## src/rtl/dtree_seq_classifier.sv

```systemverilog
// Sequential decision-tree classifier: walks a writable node table one node per cycle.
// Optional depth guard enabled by defining DTREE_DEPTH_GUARD_EN.
`timescale 1ns/1ps
module dtree_seq_classifier #(
  parameter int NUM_FEAT  = 7,
  parameter int FEAT_W    = 8,
  parameter int CLASS_W   = 5,
  parameter int NODE_AW   = 6,
  parameter int DEPTH_W   = 4,
  parameter int MAX_DEPTH = 15,
  localparam int FIDX_W   = (NUM_FEAT > 1) ? $clog2(NUM_FEAT) : 1,
  localparam int PREC_W   = $clog2(FEAT_W) + 1,
  localparam int NODE_W   = 1 + FIDX_W + PREC_W + FEAT_W + 2 * NODE_AW
) (
  input  logic                         clk,
  input  logic                         rst_n,
  input  logic                         in_valid,
  output logic                         in_ready,
  input  logic [NUM_FEAT*FEAT_W-1:0]   in_feat,
  input  logic                         cfg_we,
  input  logic [NODE_AW-1:0]           cfg_addr,
  input  logic [NODE_W-1:0]            cfg_wdata,
  output logic                         cfg_ack,
  output logic                         out_valid,
  input  logic                         out_ready,
  output logic [CLASS_W-1:0]           out_class,
  output logic [DEPTH_W-1:0]           out_depth,
  output logic                         out_err
);

  typedef enum logic [1:0] {IDLE, EVAL, DONE} state_t;

  localparam logic [NODE_W-1:0] LEAF0 = {1'b1, {(NODE_W-1){1'b0}}};

  state_t                       state_q, state_d;
  logic [NODE_W-1:0]            table_q [2**NODE_AW];
  logic [NUM_FEAT*FEAT_W-1:0]   feat_q;
  logic [NODE_AW-1:0]           ptr_q, ptr_d;
  logic [DEPTH_W-1:0]           depth_q, depth_d;
  logic [CLASS_W-1:0]           class_q, class_d;
  logic [DEPTH_W-1:0]           odepth_q, odepth_d;
  logic                         cfg_ack_q;
  logic                         cfg_wr;

  logic [NODE_W-1:0]            node;
  logic                         n_leaf;
  logic [FIDX_W-1:0]            n_fidx;
  logic [PREC_W-1:0]            n_prec;
  logic [FEAT_W-1:0]            n_thresh, fval, pmask;
  logic [NODE_AW-1:0]           n_left, n_right;
  logic                         go_left;

  // Keeps only the top P bits; P of 0 or above FEAT_W means the full width.
  function automatic logic [FEAT_W-1:0] prec_mask(input logic [PREC_W-1:0] p);
    int pi;
    prec_mask = '0;
    pi = int'(p);
    if (pi == 0 || pi > FEAT_W) pi = FEAT_W;
    for (int b = 0; b < FEAT_W; b++) prec_mask[b] = (b >= FEAT_W - pi);
  endfunction

  function automatic logic [FEAT_W-1:0] sel_feat(input logic [NUM_FEAT*FEAT_W-1:0] f,
                                                 input logic [FIDX_W-1:0] idx);
    sel_feat = f[FEAT_W-1:0];
    for (int i = 1; i < NUM_FEAT; i++)
      if (int'(idx) == i) sel_feat = f[i*FEAT_W +: FEAT_W];
  endfunction

  function automatic logic [DEPTH_W-1:0] sat_inc(input logic [DEPTH_W-1:0] d);
    sat_inc = (d == '1) ? d : d + 1'b1;
  endfunction

  assign cfg_wr    = cfg_we && (state_q == IDLE);
  assign in_ready  = (state_q == IDLE);
  assign out_valid = (state_q == DONE);
  assign out_class = class_q;
  assign out_depth = odepth_q;
  assign cfg_ack   = cfg_ack_q;

  assign node     = table_q[ptr_q];
  assign n_leaf   = node[NODE_W-1];
  assign n_fidx   = node[NODE_W-2 -: FIDX_W];
  assign n_prec   = node[NODE_W-2-FIDX_W -: PREC_W];
  assign n_thresh = node[2*NODE_AW+FEAT_W-1 -: FEAT_W];
  assign n_left   = node[2*NODE_AW-1 -: NODE_AW];
  assign n_right  = node[NODE_AW-1:0];
  assign fval     = sel_feat(feat_q, n_fidx);
  assign pmask    = prec_mask(n_prec);
  assign go_left  = (fval & pmask) <= (n_thresh & pmask);

`ifdef DTREE_DEPTH_GUARD_EN
  logic err_q, err_d;
  assign out_err = err_q;
`else
  assign out_err = 1'b0;
`endif

  always_comb begin
    state_d  = state_q;
    ptr_d    = ptr_q;
    depth_d  = depth_q;
    class_d  = class_q;
    odepth_d = odepth_q;
`ifdef DTREE_DEPTH_GUARD_EN
    err_d    = err_q;
`endif
    case (state_q)
      IDLE: begin
        if (in_valid) begin
          state_d = EVAL;
          ptr_d   = '0;
          depth_d = '0;
        end
      end
      EVAL: begin
        if (n_leaf) begin
          class_d  = node[CLASS_W-1:0];
          odepth_d = depth_q;
`ifdef DTREE_DEPTH_GUARD_EN
          err_d    = 1'b0;
`endif
          state_d  = DONE;
        end
`ifdef DTREE_DEPTH_GUARD_EN
        else if (depth_q == DEPTH_W'(MAX_DEPTH)) begin
          class_d  = '1;
          odepth_d = DEPTH_W'(MAX_DEPTH);
          err_d    = 1'b1;
          state_d  = DONE;
        end
`endif
        else begin
          ptr_d   = go_left ? n_left : n_right;
          depth_d = sat_inc(depth_q);
        end
      end
      DONE: begin
        if (out_ready) state_d = IDLE;
      end
      default: state_d = IDLE;
    endcase
  end

  always_ff @(posedge clk or negedge rst_n) begin
    if (!rst_n) begin
      state_q   <= IDLE;
      ptr_q     <= '0;
      depth_q   <= '0;
      class_q   <= '0;
      odepth_q  <= '0;
      cfg_ack_q <= 1'b0;
`ifdef DTREE_DEPTH_GUARD_EN
      err_q     <= 1'b0;
`endif
    end else begin
      state_q   <= state_d;
      ptr_q     <= ptr_d;
      depth_q   <= depth_d;
      class_q   <= class_d;
      odepth_q  <= odepth_d;
      cfg_ack_q <= cfg_wr;
`ifdef DTREE_DEPTH_GUARD_EN
      err_q     <= err_d;
`endif
    end
  end

  // Table writes land on the accepting edge, so traversal sees them next cycle.
  always_ff @(posedge clk or negedge rst_n) begin
    if (!rst_n) begin
      for (int i = 0; i < 2**NODE_AW; i++) table_q[i] <= LEAF0;
    end else if (cfg_wr) begin
      table_q[cfg_addr] <= cfg_wdata;
    end
  end

  always_ff @(posedge clk) begin
    if (state_q == IDLE && in_valid) feat_q <= in_feat;
  end

endmodule

```

## config.mk

```make
export PLATFORM = sky130hd
export DESIGN_NAME = dtree_seq_classifier
export DESIGN_NICKNAME = d
export VERILOG_FILES = /design/src/rtl/dtree_seq_classifier.sv
export SDC_FILE = /design/constraint.sdc
export NUM_CORES = 2
export LEC_CHECK = 0
export BUFFER_PORTS_ARGS = -buffer_cell sky130_fd_sc_hd__buf_2
export CORE_ASPECT_RATIO = 0.5
export CORE_UTILIZATION = 50
export CTS_CLUSTER_SIZE = 28
export DETAILED_ROUTE_END_ITERATION = 10
export GPL_ROUTABILITY_DRIVEN = 0
export GPL_TIMING_DRIVEN = 1
export PLACE_DENSITY = 0.66
export SYNTH_ARGS = -nofsm -noshare
export SYNTH_HDL_FRONTEND = slang
export SYNTH_SLANG_ARGS = --single-unit
```

## constraint.sdc

```tcl
create_clock -name clk -period 14 [get_ports clk]
set_input_delay 1.4 -clock clk [delete_from_list [all_inputs] [get_ports clk]]
set_output_delay 1.4 -clock clk [all_outputs]
set_load 0.01 [all_outputs]
```

==> results.json <==
{
  "outcome": "completed",
  "syn_nets": 5258,
  "period_share_pct": 54.9,
  "htreeDepth": 4,
  "synth_warnings": 0,
  "grt_setup_unrepaired": "false",
  "synth.largest_area_cell": "dfrtp_1",
  "io_pins": 108,
  "grt_pass1_wl_um": 355000,
  "yosys.area_share.xor_xnor_pct": 0.0103,
  "cp-start-kind": "flip-flop",
  "cts-root-buf": "clkbuf_16",
  "antenna_found_initial": 15,
  "syn_avg_cell_area_um2": 16.5,
  "wl_um": 241000,
  "vias_per_cell": 6.39,
  "synth_compound_area_share_pct": 1.02,
  "drtIter0Drc": 4498,
  "track_usage_pct": 28.7,
  "clock_latency_ps": 820,
  "drv_slew": 0,
  "cp_max_fo": 60,
  "cts_buffers": 169,
  "synth_top_flop_cell": "dfrtp_1",
  "ys_seq_area_share_pct": 55.6,
  "synthTopCellsByCount": "mux2_2 (1817), dfrtp_1 (1750), mux4_2 (548)",
  "yosys.area_share.simple_pct": 1.34,
  "tns_ps": 0,
  "cts_hold_buf": 0,
  "setup_ws_ps": 6310,
  "vias": 47569,
  "dp_slack_ps": 6460,
  "wl_per_cell_um": 32.4,
  "yosys.area.top_type_share_pct": 51.6,
  "cp_data_arrival_time_ps": 8340,
  "period_needed_ps": 7690,
  "clkTransAtPathRegs_ps": 70,
  "critPathLaunch": "ptr_q[1]",
  "synthAdderAreaFrac_pct": 0.192,
  "ys_ff_latch": 1870,
  "syn_inst": 5150,
  "synth_mux_area_share_pct": 39.2,
  "relSlewSlack_pct": 16.9,
  "grt_max_degree": 173,
  "post-dp-hpwl_um": 137000,
  "hold_start": "table_q[1266]",
  "synthTopCellsByArea": "dfrtp_1 (52%), mux2_2 (24%), mux4_2 (15%), dfstp_2 (2.0%), edfxtp_1 (2.0%)",
  "hold_viol_final": 0,
  "fill_cells": 12968,
  "cts_sinks": 1870,
  "netlist_area_mm2": 0.0848,
  "synth_top_family_by_area": "multiplexers",
  "min_path_type": "reg2reg",
  "ys_types": 71,
  "die_h_um": 293,
  "rr_startpoint": "ptr_q[1]",
  "p_leak_nw": 43.7,
  "ctsResizeCount": 0,
  "overflow": 0,
  "nets": 5137,
  "cap_violations": 0,
  "cp_data_required_time_ps": 14660,
  "start_util_pct": 50.5,
  "skew_ps": 26.2,
  "setup_violations": 0,
  "cts_tree": "yes",
  "core_mm2": 0.168,
  "ant_nets": 0,
  "die_w_um": 584,
  "grt_pass1_vias": 50164,
  "drt_drc_violations_left": 0,
  "pwr_density_cell_mw_per_mm2": 143,
  "die_area_mm2": 0.171,
  "synth.most_common_cell": "mux2_2",
  "drive_above_1_share_pct": 57.5,
  "clk_path_buf_depth": 3,
  "max_freq_mhz": 130,
  "crit_type": "reg2reg",
  "num_rows": 106,
  "area_growth_pct": 9.40,
  "async_flop_share_pct": 97.0,
  "post_cts_buffers": 0,
  "critPathCaptureType": "flip-flop",
  "ir_worst_vdd_v": 0.000110,
  "worst_pin_slew_ps": 1250,
  "drt_pass1_iterations": 7,
  "synth_edf_count": 56,
  "port_buffers": 106
}
-- critical path, stage by stage (launching register included) --
cell and delay [ps]:
dfrtp_4 950, buf_4 950, mux4_2 610, mux4_2 520, a31oi_1 460, nand3_1 200
o21ai_2 320, inv_1 130, ha_1 340, inv_1 80, or3_1 370, nor3_1 350
o21ai_1 110, ha_1 310, nor2b_1 130, o21a_1 120, o21a_1 110, o21ai_0 80
a31oi_2 670, mux4_2 420, a21oi_1 150, a31oi_1 50
-- state kept, by name, indices dropped and copies added, names as in the netlist --
register / flops
cfg_ack: 1
depth_q: 4
feat_q: 56
out_class: 5
out_depth: 4
ptr_q: 6
state_q: 2
table_q: 1792
-- metrics by stage --
step	std cells	total power, W	cell area [um2]	hold WS (ps)	util (%)
global route	7438	0.0138	92800	506	55.3
CTS	7434	0.0133	92700	502	55.3
finish	7441	0.0132	92800	499	55.3
detailed placement	7126	0.00860	87200	487	52.0
global placement	7126	0.00850	87200	481	52.0
floorplan	5150	0.00787	84800	471	-
-- worst paths after layout --
kind	to	slack (ps)	depth (start not counted)
worst max-delay path	ptr_q[5]	6310	21
max in group asynchronous	table_q[758]	10020	4
worst max register to register	ptr_q[5]	6310	21
min in group asynchronous	table_q[896]	610	1
worst min-delay path	table_q[1266]	500	1
worst min register to register	table_q[1266]	500	1
-- metal layers --
metal	global-route usage (%)	vias to the layer above	wire, um
li1	-	19077	-
met1	41.5	26527	105000
met2	44.5	1596	112000
met3	5.54	369	17100
met4	8.62	0	6780
met5	0	-	0
-- power breakdown --
part	total (W)	internal, W	switching [W]
clock network	0.00472	0.00261	0.00211
registers	0.00633	0.00602	0.000312
logic	0.00218	0.00106	0.00111
-- cells by family (layout without fill, tap and decap cells) --
family	Yosys count	after routing
AO/OA/AOI/OAI	120	120
AND/OR/NAND/NOR	235	235
other	1	8
buffers and inverters	503	519
XOR/XNOR	1	1
multiplexers	2407	2407
adder cells (fa/ha/maj)	13	13
flip-flops	1870	1870
-- cells in the final DEF (no fill, tap or decap), types with 7 or more instances in the layout --
cell type  count
clkbuf_1      46
o21ai_0       12
mux2i_1       41
buf_4         83
nand2_4       27
a22oi_1       14
mux4_2       548
nor3_1        16
dfstp_2       64
nand3_1       12
clkinv_2      27
diode_2        7
clkbuf_8      33
inv_1         10
dfrtp_1     1745
buf_12        10
o221ai_1       7
bufinv_16      9
nor2_4        12
clkinv_1       7
o22ai_1        8
nand2b_1      21
ha_1          13
a21oi_1       17
buf_2        105
a31oi_1        8
clkbuf_16    171
nor2_1        35
nand2_1       38
nand2_2       21
mux2_2      1817
edfxtp_1      56
-- area by class of cell --
cell class                      count  area (um2)  share of cell area, %
Antenna cell                        7        17.5                 0.0189
Tap cell                         2268        2840                   3.06
Inverter                           13        53.8                 0.0580
Timing Repair Buffer              198        1350                   1.45
Sequential cell                  1870       47200                   50.9
Multi-Input combinational cell   2777       35800                   38.6
Clock buffer                      250        4910                   5.29
Clock inverter                     58         638                  0.688
Power figures use the tool's default switching activity.
